`src/rtl/direct_mapped_cache_pkg.sv`:
```
// rtl/direct_mapped_cache_pkg.sv - shared constants and FSM state type for direct_mapped_cache
// Purpose: default geometry (word width, ram address width, line count) and the
//          controller state encoding, imported by every cache file.
// Ports:   none (package).
package direct_mapped_cache_pkg;

  localparam int DEF_DATA_W = 32;
  localparam int DEF_RAM_AW = 12;
  localparam int DEF_LINES  = 32;

  typedef enum logic [2:0] {
    IDLE     = 3'd0,
    CMP      = 3'd1,
    MEM_WAIT = 3'd2,
    MEM_RD   = 3'd3,
    MEM_WR   = 3'd4,
    RESP     = 3'd5
  } state_t;

endpackage

```
`src/rtl/direct_mapped_cache_if.sv`:
```
// rtl/direct_mapped_cache_if.sv - processor request port and ram initiator port of the cache
// Purpose: bundles the requester handshake and the ram-side bus in one interface.
// Ports:   req/we/addr/wdata in, ready/rdata/hit out (processor side);
//          mem_address/mem_data/mem_write out, mem_out in (ram side).
//          slave  = cache view, master = requester + ram view.
//          All words use [0:DATA_W-1] ordering, bit DATA_W-1 is the LSB.
interface direct_mapped_cache_if #(
  parameter int DATA_W = 32
);
  logic              req;
  logic              we;
  logic [0:DATA_W-1] addr;
  logic [0:DATA_W-1] wdata;
  logic              ready;
  logic [0:DATA_W-1] rdata;
  logic              hit;
  logic [0:DATA_W-1] mem_address;
  logic [0:DATA_W-1] mem_data;
  logic              mem_write;
  logic [0:DATA_W-1] mem_out;

  modport slave (
    input  req, we, addr, wdata, mem_out,
    output ready, rdata, hit, mem_address, mem_data, mem_write
  );

  modport master (
    output req, we, addr, wdata, mem_out,
    input  ready, rdata, hit, mem_address, mem_data, mem_write
  );
endinterface

```
`src/rtl/direct_mapped_cache_store.sv`:
```
// rtl/direct_mapped_cache_store.sv - valid/tag/data arrays of the direct-mapped cache
// Purpose: one-word lines with a combinational read port and a synchronous
//          write port; reset clears every valid bit in one cycle.
// Ports:   clk, reset (sync, active-high);
//          rd_idx_i -> rd_valid_o/rd_tag_o/rd_data_o (combinational);
//          wr_en_i/wr_idx_i/wr_tag_i/wr_data_i (written on rising edge, sets valid).
module direct_mapped_cache_store #(
  parameter int LINES  = 32,
  parameter int IDX_W  = 5,
  parameter int TAG_W  = 7,
  parameter int DATA_W = 32
) (
  input  logic              clk,
  input  logic              reset,
  input  logic [IDX_W-1:0]  rd_idx_i,
  output logic              rd_valid_o,
  output logic [TAG_W-1:0]  rd_tag_o,
  output logic [0:DATA_W-1] rd_data_o,
  input  logic              wr_en_i,
  input  logic [IDX_W-1:0]  wr_idx_i,
  input  logic [TAG_W-1:0]  wr_tag_i,
  input  logic [0:DATA_W-1] wr_data_i
);

  logic [LINES-1:0]  valid_q;
  logic [TAG_W-1:0]  tag_q  [LINES];
  logic [0:DATA_W-1] data_q [LINES];

  assign rd_valid_o = valid_q[rd_idx_i];
  assign rd_tag_o   = tag_q[rd_idx_i];
  assign rd_data_o  = data_q[rd_idx_i];

  always_ff @(posedge clk) begin
    if (reset) begin
      valid_q <= '0;
    end else if (wr_en_i) begin
      valid_q[wr_idx_i] <= 1'b1;
    end
  end

  // Tag and data need no reset: they are meaningless while valid is clear.
  always_ff @(posedge clk) begin
    if (!reset && wr_en_i) begin
      tag_q[wr_idx_i]  <= wr_tag_i;
      data_q[wr_idx_i] <= wr_data_i;
    end
  end

endmodule

```
`src/rtl/direct_mapped_cache.sv`:
```
// rtl/direct_mapped_cache.sv - direct-mapped write-through write-allocate cache in front of ram
// Purpose: serves read hits locally, fetches read misses from ram, forwards every
//          write to ram and allocates the line. One request at a time.
// Ports:   clk, reset (sync, active-high);
//          bus (slave modport): req/we/addr/wdata -> ready/rdata/hit (all registered),
//          mem_address/mem_data/mem_write -> ram, mem_out <- ram (one-cycle read latency).
module direct_mapped_cache
  import direct_mapped_cache_pkg::*;
#(
  parameter int LINES  = DEF_LINES,
  parameter int RAM_AW = DEF_RAM_AW,
  parameter int DATA_W = DEF_DATA_W
) (
  input  logic                   clk,
  input  logic                   reset,
  direct_mapped_cache_if.slave   bus
);

  localparam int IDX_W = $clog2(LINES);
  localparam int TAG_W = RAM_AW - IDX_W;

  state_t              state_q;
  logic                we_q;
  logic [RAM_AW-1:0]   eff_q;
  logic [0:DATA_W-1]   wdata_q;
  logic                ready_q;
  logic                hit_q;
  logic [0:DATA_W-1]   rdata_q;
  logic [0:DATA_W-1]   mem_address_q;
  logic [0:DATA_W-1]   mem_data_q;
  logic                mem_write_q;

  // Only the low RAM_AW address bits reach ram, so the cache aliases the same way.
  logic [RAM_AW-1:0]   req_eff;
  logic                unused_addr_hi;
  assign req_eff        = bus.addr[DATA_W-RAM_AW +: RAM_AW];
  assign unused_addr_hi = ^bus.addr[0:DATA_W-RAM_AW-1];

  logic [IDX_W-1:0]    idx;
  logic [TAG_W-1:0]    tag;
  logic [0:DATA_W-1]   eff_ext;
  assign idx     = eff_q[IDX_W-1:0];
  assign tag     = eff_q[RAM_AW-1:IDX_W];
  assign eff_ext = {{(DATA_W-RAM_AW){1'b0}}, eff_q};

  logic                st_valid;
  logic [TAG_W-1:0]    st_tag;
  logic [0:DATA_W-1]   st_data;
  logic                tag_match;
  logic                st_we;
  logic [0:DATA_W-1]   st_wdata;

  assign tag_match = st_valid && (st_tag == tag);

  // Lines are allocated on every write (in CMP) and on every read fill (in MEM_RD).
  assign st_we    = ((state_q == CMP) && we_q) || (state_q == MEM_RD);
  assign st_wdata = (state_q == MEM_RD) ? bus.mem_out : wdata_q;

  direct_mapped_cache_store #(
    .LINES  (LINES),
    .IDX_W  (IDX_W),
    .TAG_W  (TAG_W),
    .DATA_W (DATA_W)
  ) u_store (
    .clk        (clk),
    .reset      (reset),
    .rd_idx_i   (idx),
    .rd_valid_o (st_valid),
    .rd_tag_o   (st_tag),
    .rd_data_o  (st_data),
    .wr_en_i    (st_we),
    .wr_idx_i   (idx),
    .wr_tag_i   (tag),
    .wr_data_i  (st_wdata)
  );

  always_ff @(posedge clk) begin
    if (reset) begin
      state_q       <= IDLE;
      we_q          <= 1'b0;
      eff_q         <= '0;
      wdata_q       <= '0;
      ready_q       <= 1'b0;
      hit_q         <= 1'b0;
      rdata_q       <= '0;
      mem_address_q <= '0;
      mem_data_q    <= '0;
      mem_write_q   <= 1'b0;
    end else begin
      case (state_q)
        IDLE: begin
          if (bus.req) begin
            we_q    <= bus.we;
            eff_q   <= req_eff;
            wdata_q <= bus.wdata;
            state_q <= CMP;
          end
        end
        CMP: begin
          if (!we_q && tag_match) begin
            rdata_q <= st_data;
            hit_q   <= 1'b1;
            ready_q <= 1'b1;
            state_q <= RESP;
          end else if (!we_q) begin
            mem_address_q <= eff_ext;
            mem_write_q   <= 1'b0;
            state_q       <= MEM_WAIT;
          end else begin
            mem_address_q <= eff_ext;
            mem_data_q    <= wdata_q;
            mem_write_q   <= 1'b1;
            hit_q         <= tag_match;
            state_q       <= MEM_WR;
          end
        end
        // ram registers the address on this edge; its output is usable one edge later.
        MEM_WAIT: state_q <= MEM_RD;
        MEM_RD: begin
          rdata_q <= bus.mem_out;
          hit_q   <= 1'b0;
          ready_q <= 1'b1;
          state_q <= RESP;
        end
        MEM_WR: begin
          mem_write_q <= 1'b0;
          ready_q     <= 1'b1;
          state_q     <= RESP;
        end
        RESP: begin
          ready_q <= 1'b0;
          state_q <= IDLE;
        end
        default: state_q <= IDLE;
      endcase
    end
  end

  assign bus.ready       = ready_q;
  assign bus.hit         = hit_q;
  assign bus.rdata       = rdata_q;
  assign bus.mem_address = mem_address_q;
  assign bus.mem_data    = mem_data_q;
  assign bus.mem_write   = mem_write_q;

endmodule

```
`src/flat_wrapper.sv`:
```
// flat-port wrapper written by rule: the top's interface ports become plain ports
module direct_mapped_cache_flat import direct_mapped_cache_pkg::*;
#(
  parameter int LINES  = DEF_LINES,
  parameter int RAM_AW = DEF_RAM_AW,
  parameter int DATA_W = DEF_DATA_W
)
  (clk, reset, bus_req, bus_we, bus_addr, bus_wdata, bus_mem_out, bus_ready, bus_rdata, bus_hit, bus_mem_address, bus_mem_data, bus_mem_write);
  direct_mapped_cache_if #(.DATA_W(DATA_W)) bus_i ();
  input  logic clk;
  input  logic reset;
  input wire logic [$bits(bus_i.req)-1:0] bus_req;
  input wire logic [$bits(bus_i.we)-1:0] bus_we;
  input wire logic [$bits(bus_i.addr)-1:0] bus_addr;
  input wire logic [$bits(bus_i.wdata)-1:0] bus_wdata;
  input wire logic [$bits(bus_i.mem_out)-1:0] bus_mem_out;
  output wire logic [$bits(bus_i.ready)-1:0] bus_ready;
  output wire logic [$bits(bus_i.rdata)-1:0] bus_rdata;
  output wire logic [$bits(bus_i.hit)-1:0] bus_hit;
  output wire logic [$bits(bus_i.mem_address)-1:0] bus_mem_address;
  output wire logic [$bits(bus_i.mem_data)-1:0] bus_mem_data;
  output wire logic [$bits(bus_i.mem_write)-1:0] bus_mem_write;
  assign bus_i.req = bus_req;
  assign bus_i.we = bus_we;
  assign bus_i.addr = bus_addr;
  assign bus_i.wdata = bus_wdata;
  assign bus_i.mem_out = bus_mem_out;
  assign bus_ready = bus_i.ready;
  assign bus_rdata = bus_i.rdata;
  assign bus_hit = bus_i.hit;
  assign bus_mem_address = bus_i.mem_address;
  assign bus_mem_data = bus_i.mem_data;
  assign bus_mem_write = bus_i.mem_write;
  direct_mapped_cache #(.LINES(LINES), .RAM_AW(RAM_AW), .DATA_W(DATA_W)) u_core (.clk(clk), .reset(reset), .bus(bus_i));
endmodule
```
`config.mk`:
```
export PLATFORM = sky130hd
export DESIGN_NAME = direct_mapped_cache_flat
export DESIGN_NICKNAME = d
export VERILOG_FILES = /design/src/rtl/direct_mapped_cache_pkg.sv /design/src/rtl/direct_mapped_cache_if.sv /design/src/rtl/direct_mapped_cache_store.sv /design/src/rtl/direct_mapped_cache.sv /design/src/flat_wrapper.sv
export SDC_FILE = /design/constraint.sdc
export NUM_CORES = 1
export LEC_CHECK = 0
export CAP_MARGIN = 20
export CORE_UTILIZATION = 42
export DETAILED_ROUTE_END_ITERATION = 10
export GPL_TIMING_DRIVEN = 1
export PLACE_DENSITY_LB_ADDON = 0.12
export SYNTH_ARGS = -nofsm -noshare
export SYNTH_HDL_FRONTEND = slang
export SYNTH_SLANG_ARGS = --single-unit
export TNS_END_PERCENT = 50
```
`constraint.sdc`:
```
create_clock -name clk -period 8.41 [get_ports clk]
set_input_delay 1.682 -clock clk [delete_from_list [all_inputs] [get_ports clk]]
set_output_delay 1.682 -clock clk [all_outputs]
set_load 0.02 [all_outputs]
```
==> results of run 1 <==
-- cells by family after synthesis --
family | Yosys count | share of synthesized area (%)
xor gates and xnor gates | 5 | 0.135
muxes | 497 | 17.9
buffers and inverters | 216 | 2.05
other | 1 | 0.00686
AOI/OAI and AO/OA | 196 | 2.31
DFF | 1412 | 74.6
and+or+nand+nor | 346 | 2.95
-- routing by layer --
metal  share of wire, %  vias to the layer above
met4                2.1                        2
met2                 49                      891
li1                   -                    11344
met5             0.0064                        -
met1                 43                    14330
met3                6.1                      177
-- metrics by stage --
stage	setup slack [ns]	instances	cell area, µm²	hold WS [ns]
3_3_place_gp	3.54	4461	58200	0.448
5_1_grt	3.47	4750	63500	0.475
2_1_floorplan	4.08	2692	54700	0.442
4_1_cts	3.67	4746	63400	0.462
6_report	3.75	4751	63500	0.457
3_5_place_dp	3.67	4468	58400	0.450
-- cell type report --
class	instances	area [µm²]	area share, %
Tap cell	1729	2160	3.41
Clock buffer	196	4180	6.58
Sequential cell	1412	40800	64.2
Timing Repair Buffer	232	2320	3.65
Antenna cell	1	2.50	0.00394
Multi-Input combinational cell	1064	13100	20.6
Clock inverter	82	855	1.35
Inverter	35	131	0.207
-- where the power goes --
part | leakage [nW] | switching [mW] | internal [mW]
registers | 12.8 | 0.0782 | 7.77
clock network | 2.45 | 2.73 | 4.00
logic | 4.62 | 0.645 | 0.493
total | 19.9 | 3.45 | 12.3
-- state kept, by name, summed over array words and instances, names as in the netlist, 3 cells and up, named ones only --
signal / cells
u_core.u_store.data_q: 1024
u_core.bus.rdata: 32
u_core.u_store.valid_q: 32
u_core.eff_q: 12
u_core.state_q: 3
u_core.wdata_q: 32
u_core.u_store.tag_q: 224
u_core.bus.mem_address: 12
u_core.bus.mem_data: 32
-- worst max-delay path: stages, from the launching register on --
cell and delay, ns:
dfxtp_4 0.71, buf_4 0.65, buf_4 0.64, mux4_2 0.42, o22a_1 0.20, a21oi_1 0.18, a21oi_1 0.13, o211ai_1 0.23
o31a_2 0.27, buf_4 0.66, mux2i_1 0.27
-- worst min-delay path by stage --
stage / startpoint / slack (ns) / end / cells past startpoint
floorplan: u_core.wdata_q[0]$_SDFFE_PP0P_ / 0.44 / u_core.bus.mem_data[0]$_SDFFE_PP0P_ / 2
CTS: u_core.bus.mem_data[11]$_SDFFE_PP0P_ / 0.46 / u_core.bus.mem_data[11]$_SDFFE_PP0P_ / 2
finish: u_core.bus.mem_data[1]$_SDFFE_PP0P_ / 0.46 / u_core.bus.mem_data[1]$_SDFFE_PP0P_ / 2
global placement: u_core.bus.mem_data[21]$_SDFFE_PP0P_ / 0.45 / u_core.bus.mem_data[21]$_SDFFE_PP0P_ / 2
detailed placement: u_core.bus.mem_data[11]$_SDFFE_PP0P_ / 0.45 / u_core.bus.mem_data[11]$_SDFFE_PP0P_ / 2
global route: u_core.bus.mem_data[17]$_SDFFE_PP0P_ / 0.47 / u_core.bus.mem_data[17]$_SDFFE_PP0P_ / 2
-- synth_stat cells, types with 30 or more instances --
master / number / share of area (%)
mux2_2: 35 / 0.72
o22ai_1: 53 / 0.61
buf_4: 30 / 0.41
nand2b_1: 63 / 0.72
mux2i_1: 80 / 1.5
nor2_1: 69 / 0.47
dfxtp_1: 164 / 6.0
inv_1: 35 / 0.24
mux4_2: 382 / 16
a211o_1: 32 / 0.51
nand2_1: 167 / 1.1
edfxtp_1: 1248 / 69
clkbuf_1: 63 / 0.43
buf_2: 54 / 0.49
a21oi_1: 83 / 0.76
==> flow_metrics.env, run 1 <==
export IMPL_grt_usage_pct=21.6
export IMPL_crit_end="u_core.bus.rdata[9]$_SDFFE_PP0P_"
export IMPL_nNetsFinal=2997
export IMPL_cts_resized=0
export IMPL_grt_pass1_wl_mm=200
export IMPL_cp_max_fo=33
export IMPL_area_delta_synth_final_pct=16.3
export IMPL_rsz0062_at_grt="no"
export IMPL_hold_path_class="reg -> reg"
export IMPL_grtUsageMet1_pct=30.0
export IMPL_antenna_found_initial=7
export IMPL_report_power_total_mw=15.7
export IMPL_grtUsageMet2_pct=35.2
export IMPL_drive_above_1_share_pct=25.8
export IMPL_yosys_warnings=0
export IMPL_synth_edf_count=1248
export IMPL_tightest_slew_ns=1.10
export IMPL_fmax_ghz=0.214
export IMPL_reg2reg_slack_ns=3.75
export IMPL_grt_pass1_vias=27436
export IMPL_place_port_buffers=158
export IMPL_die_y_um=363
export IMPL_avgSynthCellArea_um2=20.4
export IMPL_cp_start_kind="flop"
export IMPL_outcome="finished, final reports clean"
export IMPL_fin_crit_sh_pct=55.4
export IMPL_ys_async_sr_fraction_pct=0
export IMPL_gp_congestion=0.748
export IMPL_dpl_hpwl_mm=71.6
export IMPL_worst_r2r_endpoint="u_core.bus.rdata[9]$_SDFFE_PP0P_"
export IMPL_viasPerCell=5.63
export IMPL_drc=0
export IMPL_finalHoldViolations=0
export IMPL_leakage_nw=19.9
export IMPL_fin_util_pct=49.5
export IMPL_report_final_setup_viol=0
export IMPL_clk_pin_slew_ns=0.06
export IMPL_use_met3_pct=4.05
export IMPL_final_common_cell="edfxtp_1"
export IMPL_htreeDepth=4
export IMPL_cts_buffers=152
export IMPL_critPathRequiredTime_ns=9.10
export IMPL_drv_cap=0
export IMPL_die_area_um2=132000
export IMPL_fp_dieW_um=363
export IMPL_ys_types=57
export IMPL_most_common_layout_cells="1248 x edfxtp_1, 382 x mux4_2, 165 x nand2_1, 159 x dfxtp_1"
export IMPL_core_area_um2=128000
export IMPL_fillCellCount=10353
export IMPL_ctsLongestPathBuffers=3
export IMPL_vias=26744
export IMPL_r2r_cells=10
export IMPL_clockRootBuffer="clkbuf_16"
export IMPL_setup_tns_final_ns=0
export IMPL_wl_per_cell_um=29.6
export IMPL_top_usage_layer="met2"
export IMPL_cts_tree="yes"
export IMPL_ys_seq_area_share_pct=74.6
export IMPL_initial_core_util_pct=42.6
export IMPL_min_period_ns=4.66
export IMPL_clk_latency_ns=0.78
export IMPL_synth_area_um2=54600
export IMPL_worst_ep_arrival_time_ns=5.35
export IMPL_synth_flop_cell="edfxtp_1"
export IMPL_rows=131
export IMPL_end_kind="flop"
export IMPL_drv_slew=0
export IMPL_initialDrtViolationCount=2681
export IMPL_crit_type="reg -> reg"
export IMPL_powerDensity_nw_per_um2=248
export IMPL_ant_nets=0
export IMPL_grt_start_max_net_pins=109
export IMPL_ios=199
export IMPL_first_pass_iters=5
export IMPL_max_vdd_ir_drop_mv=0.228
export IMPL_clock_skew_ns=0.0219
export IMPL_max_slew_margin_rel_pct=26.5
export IMPL_hold_buffers=0
export IMPL_postCtsSetupBuffers=0
export IMPL_cts_sinks=1412
export IMPL_gr_total_overflow=0
export IMPL_ys_seq_elements=1412
export IMPL_wirelength_mm=140
export IMPL_synth_cells=2673
Note: power is estimated with default switching activity, not from simulation.
==> run 2, diff against run 1 <==
- clock period: 8.41 -> 3.9 ns (I/O delays scaled with it)
==> flow_metrics.env, run 2 (synthesized netlist as in run 1, its figures left out) <==
export IMPL_outcome="finished, final reports clean"
export IMPL_initialDrtViolationCount=2760
export IMPL_path_cells="buf_12 > mux4_2 > o22ai_1 > nor4_1 > xnor2_2 > nand4_2 > o31a_2 > buf_12 > mux2i_1"
export IMPL_cp_max_fo=46
export IMPL_grt_pass1_vias=28204
export IMPL_largest_registers="u_core.u_store.data_q (1024), u_core.u_store.tag_q (224)"
export IMPL_ctsLongestPathBuffers=3
export IMPL_htreeDepth=4
export IMPL_drv_slew=0
export IMPL_stdcell_count=4780
export IMPL_vias=27056
export IMPL_core_area_um2=128000
export IMPL_cp_num_buf_inv=2
export IMPL_clock_skew_ns=0.0282
export IMPL_top_usage_layer="met2"
export IMPL_antenna_found_initial=4
export IMPL_area_delta_synth_final_pct=17.0
export IMPL_gp_congestion=0.761
export IMPL_nNetsFinal=3029
export IMPL_grtUsageMet2_pct=35.1
export IMPL_viasPerCell=5.66
export IMPL_cts_buffers=150
export IMPL_drc=0
export IMPL_drv_cap=0
export IMPL_top_register="u_core.u_store.data_q"
export IMPL_use_met3_pct=3.16
export IMPL_first_pass_iters=5
export IMPL_grt_pass1_wl_mm=201
export IMPL_rsz0062_at_grt="no"
export IMPL_cts_resized=0
export IMPL_cts_sinks=1412
export IMPL_clk_pin_slew_ns=0.06
export IMPL_max_vdd_ir_drop_mv=0.343
export IMPL_wl_per_cell_um=29.3
export IMPL_initial_core_util_pct=42.6
export IMPL_finalHoldViolations=0
export IMPL_grtUsageMet1_pct=30.8
export IMPL_leakage_nw=20.0
export IMPL_setup_tns_final_ns=0
export IMPL_hold_path_class="in -> reg"
export IMPL_fmax_ghz=0.282
export IMPL_rows=131
export IMPL_end_kind="flop"
export IMPL_drive_above_1_share_pct=26.1
export IMPL_grt_usage_pct=21.6
export IMPL_cts_tree="yes"
export IMPL_final_common_cell="edfxtp_1"
export IMPL_slowest_delay_ns=0.59
export IMPL_final_cell_area_um2=63900
export IMPL_min_period_ns=3.54
export IMPL_gr_total_overflow=0
export IMPL_clk_latency_ns=0.75
export IMPL_postPlaceCellArea_um2=59200
export IMPL_slowest_stage="o31a_2"
export IMPL_tightest_slew_ns=1.07
export IMPL_crit_type="reg -> reg"
export IMPL_placed_cells=4506
export IMPL_largest_register_ffs=1024
export IMPL_clockRootBuffer="clkbuf_16"
export IMPL_die_y_um=363
export IMPL_fp_dieW_um=363
export IMPL_cp_start_kind="flop"
export IMPL_crit_path_frequent_cell="buf_12"
export IMPL_dpl_hpwl_mm=72.6
export IMPL_report_final_setup_viol=0
export IMPL_fin_util_pct=49.8
export IMPL_die_area_um2=132000
export IMPL_ios=199
export IMPL_hold_buffers=0
export IMPL_worst_ep_arrival_time_ns=4.15
export IMPL_grt_start_max_net_pins=102
export IMPL_fin_crit_sh_pct=90.8
export IMPL_postCtsSetupBuffers=0
export IMPL_place_port_buffers=158
export IMPL_ant_nets=0
export IMPL_max_slew_margin_rel_pct=28.9
export IMPL_wirelength_mm=140
export IMPL_report_power_total_mw=33.2
export IMPL_critPathRequiredTime_ns=4.51
export IMPL_most_common_layout_cells="1248 x edfxtp_1, 382 x mux4_2, 165 x nand2_1, 159 x dfxtp_1"
export IMPL_crit_family="compound AO/OA/AOI/OAI gates"
export IMPL_powerDensity_nw_per_um2=519
[run 2: cell types whose count changed in the layout (fill, tap and decap cells not counted), moves of 4 or more]
cell | previous run | this run
bufinv_16 | 16 | 8
clkinv_1 | 24 | 28
buf_4 | 62 | 58
buf_16 | 4 | 0
buf_12 | 8 | 50
clkinv_8 | 0 | 4
clkbuf_1 | 28 | 34
inv_6 | 9 | 4
[run 2: final cells by class]
| cell class | count | area, µm² |
|---|---|---|
| clock inverters | 72 | 601 |
| multi-input cells | 1064 | 13100 |
| fillers | 10368 | 64400 |
| clock buffers | 198 | 4150 |
| inverters | 35 | 131 |
| repair buffers | 266 | 3020 |
| well taps | 1729 | 2160 |
| flip-flops and latches | 1412 | 40800 |
| diodes | 4 | 10.0 |
[run 2: worst paths after layout]
check	startpoint	to	slack (ns)	depth (start not counted)
setup reg to reg	flop	u_core.bus.rdata[14]$_SDFFE_PP0P_	0.36	9
setup / recovery	flop	u_core.bus.rdata[14]$_SDFFE_PP0P_	0.36	9
hold / removal	reset	u_core.wdata_q[30]$_SDFFE_PP0P_	0.32	2
hold reg to reg	u_core.bus.mem_data[7]$_SDFFE_PP0P_	u_core.bus.mem_data[7]$_SDFFE_PP0P_	0.45	2
[run 2: metal layers]
| layer | vias to the layer above | wire length, µm | part of all wire [%] |
|---|---|---|---|
| li1 | 11404 | - | - |
| met1 | 14576 | 61600 | 44 |
| met2 | 892 | 67900 | 48 |
| met3 | 184 | 8070 | 5.8 |
| met4 | 0 | 2630 | 1.9 |
| met5 | - | 0 | 0 |
[run 2: power by group]
group	internal [mW]	leakage [nW]	switching (mW)
logic	1.10	4.88	1.44
clock network	8.01	2.31	5.73
registers	16.8	12.8	0.135
[run 2: through the flow]
| stage | hold slack (ns) | worst slack [ns] |
|---|---|---|
| global placement | 0.444 | 0.393 |
| floorplan | 0.442 | 0.311 |
| global route | 0.296 | 0.235 |
| CTS | 0.262 | 0.319 |
| detailed placement | 0.447 | 0.359 |
| finish | 0.324 | 0.360 |
==> run 3, diff against run 2 <==
- CORE_UTILIZATION: 42 -> 25
==> flow_metrics.env, run 3 (synthesized netlist as in run 1, its figures left out) <==
export IMPL_hold_start="u_core.bus.mem_data[28]$_SDFFE_PP0P_"
export IMPL_tightest_slew_ns=0.956
export IMPL_largest_register_ffs=1024
export IMPL_fin_util_pct=30.6
export IMPL_top_register="u_core.u_store.data_q"
export IMPL_drive_above_1_share_pct=27.4
export IMPL_grt_pass1_wl_mm=232
export IMPL_ios=199
export IMPL_max_vdd_ir_drop_mv=0.444
export IMPL_fp_dieW_um=469
export IMPL_viasPerCell=4.56
export IMPL_max_slew_margin_rel_pct=36.1
export IMPL_wirelength_mm=167
export IMPL_pre_cts_ws_ns=0.480
export IMPL_antenna_found_initial=9
export IMPL_final_common_cell="edfxtp_1"
export IMPL_cts_resized=0
export IMPL_first_pass_iters=5
export IMPL_htreeDepth=4
export IMPL_cts_buffers=164
export IMPL_area_delta_synth_final_pct=21.6
export IMPL_min_to="u_core.bus.mem_data[28]$_SDFFE_PP0P_"
export IMPL_min_period_ns=3.42
export IMPL_drc=0
export IMPL_largest_registers="u_core.u_store.data_q (1024), u_core.u_store.tag_q (224)"
export IMPL_powerDensity_nw_per_um2=528
export IMPL_rsz0062_at_grt="no"
export IMPL_path_cells="buf_4 > nand3b_1 > o22ai_1 > nor4_1 > xnor2_2 > nand4_2 > o31a_2 > buf_12 > mux2i_1"
export IMPL_fin_crit_sh_pct=87.8
export IMPL_report_power_total_mw=35.1
export IMPL_nNetsFinal=3069
export IMPL_report_final_setup_viol=0
export IMPL_grt_pass1_vias=28843
export IMPL_clock_skew_ns=0.0400
export IMPL_setup_tns_final_ns=0
export IMPL_hold_depth=2
export IMPL_drv_slew=0
export IMPL_worst_r2r_endpoint="u_core.bus.rdata[14]$_SDFFE_PP0P_"
export IMPL_final_cell_area_um2=66400
export IMPL_clockRootBuffer="clkbuf_16"
export IMPL_cts_sinks=1412
export IMPL_vias=27230
export IMPL_gr_total_overflow=0
export IMPL_slowest_stage="dfxtp_4"
export IMPL_grt_usage_pct=15.1
export IMPL_crit_type="reg -> reg"
export IMPL_slowest_delay_ns=0.73
export IMPL_clk_pin_slew_ns=0.06
export IMPL_end_kind="flop"
export IMPL_initial_core_util_pct=25.2
export IMPL_core_area_um2=217000
export IMPL_die_area_um2=220000
export IMPL_reg2reg_slack_ns=0.48
export IMPL_r2r_cells=9
export IMPL_postPlaceCellArea_um2=61000
export IMPL_wl_per_cell_um=28.0
export IMPL_worst_ep_arrival_time_ns=4.06
export IMPL_clk_latency_ns=0.80
export IMPL_cp_max_fo=35
export IMPL_ctsLongestPathBuffers=3
export IMPL_grt_start_max_net_pins=109
export IMPL_fin_ws_ns=0.477
export IMPL_fmax_ghz=0.292
export IMPL_drv_cap=0
export IMPL_dpl_hpwl_mm=95.5
export IMPL_hold_path_class="reg -> reg"
export IMPL_ant_nets=0
export IMPL_critPathRequiredTime_ns=4.54
export IMPL_leakage_nw=20.6
export IMPL_die_y_um=469
export IMPL_postCtsSetupBuffers=0
export IMPL_initialDrtViolationCount=2320
export IMPL_gp_congestion=0.710
export IMPL_most_common_layout_cells="1248 x edfxtp_1, 382 x mux4_2, 172 x clkbuf_16, 165 x nand2_1, 159 x dfxtp_1"
export IMPL_cp_start_kind="flop"
export IMPL_rows=171
export IMPL_place_port_buffers=158
export IMPL_finalHoldViolations=0
export IMPL_cts_tree="yes"
export IMPL_hold_buffers=0
export IMPL_outcome="finished, final reports clean"
==> run 3: cell types whose count changed in the layout (fill, tap and decap cells not counted), sizes merged <==
cell / delta
inv: +3
clkbuf: +25
clkinvlp: -1
clkinv: +4
buf: +25
diode: -2
bufinv: +8
==> run 3: cell type report <==
class | instances | area, µm²
Inverter | 35 | 131
Multi-Input combinational cell | 1064 | 13100
Antenna cell | 2 | 5.00
Clock inverter | 86 | 886
Timing Repair Buffer | 292 | 3430
Sequential cell | 1412 | 40800
Tap cell | 2854 | 3570
Clock buffer | 222 | 4530
Fill cell | 20942 | 151000
==> run 3: worst max-delay path by stage <==
stage,startpoint,endpoint,slack [ns],cells past startpoint
after floorplan,u_core.state_q[2]$_SDFFE_PP0P_,u_core.u_store.data_q[29][0]$_DFFE_PP_,0.31,7
after global placement,flop,u_core.bus.rdata[20]$_SDFFE_PP0P_,0.45,9
after detailed placement,flop,u_core.bus.rdata[29]$_SDFFE_PP0P_,0.48,7
after CTS,flop,u_core.bus.rdata[14]$_SDFFE_PP0P_,0.46,9
after global routing,flop,u_core.bus.rdata[11]$_SDFFE_PP0P_,0.31,9
final,flop,u_core.bus.rdata[14]$_SDFFE_PP0P_,0.48,9
==> run 3: report_power, final <==
group	internal, mW	switching (mW)
Sequential	16.8	0.165
Clock	9.22	6.24
Combinational	1.11	1.57
==> run 3: worst max-delay path, delay by kind of cell, from the launching register on <==
| family | cells | cell delay, ns |
|---|---|---|
| AOI/OAI and AO/OA | 2 | 0.81 |
| DFF | 1 | 0.73 |
| and+or+nand+nor | 3 | 0.62 |
| xor gates and xnor gates | 1 | 0.15 |
| muxes | 1 | 0.17 |
| buffers and inverters | 2 | 0.68 |
==> run 3: through the flow <==
| step | std cells | hold slack, ns |
|---|---|---|
| global route | 5966 | 0.476 |
| finish | 5967 | 0.452 |
| floorplan | 2692 | 0.442 |
| CTS | 5965 | 0.453 |
| detailed placement | 5657 | 0.445 |
| global placement | 5657 | 0.448 |
==> run 3: metal layers <==
metal	up-vias	GRT usage [%]	share of wire (%)
met5	-	0	0.0072
met4	2	4.44	2.4
met3	224	2.60	4.3
met2	659	25.0	49
met1	14834	20.2	44
li1	11511	-	-
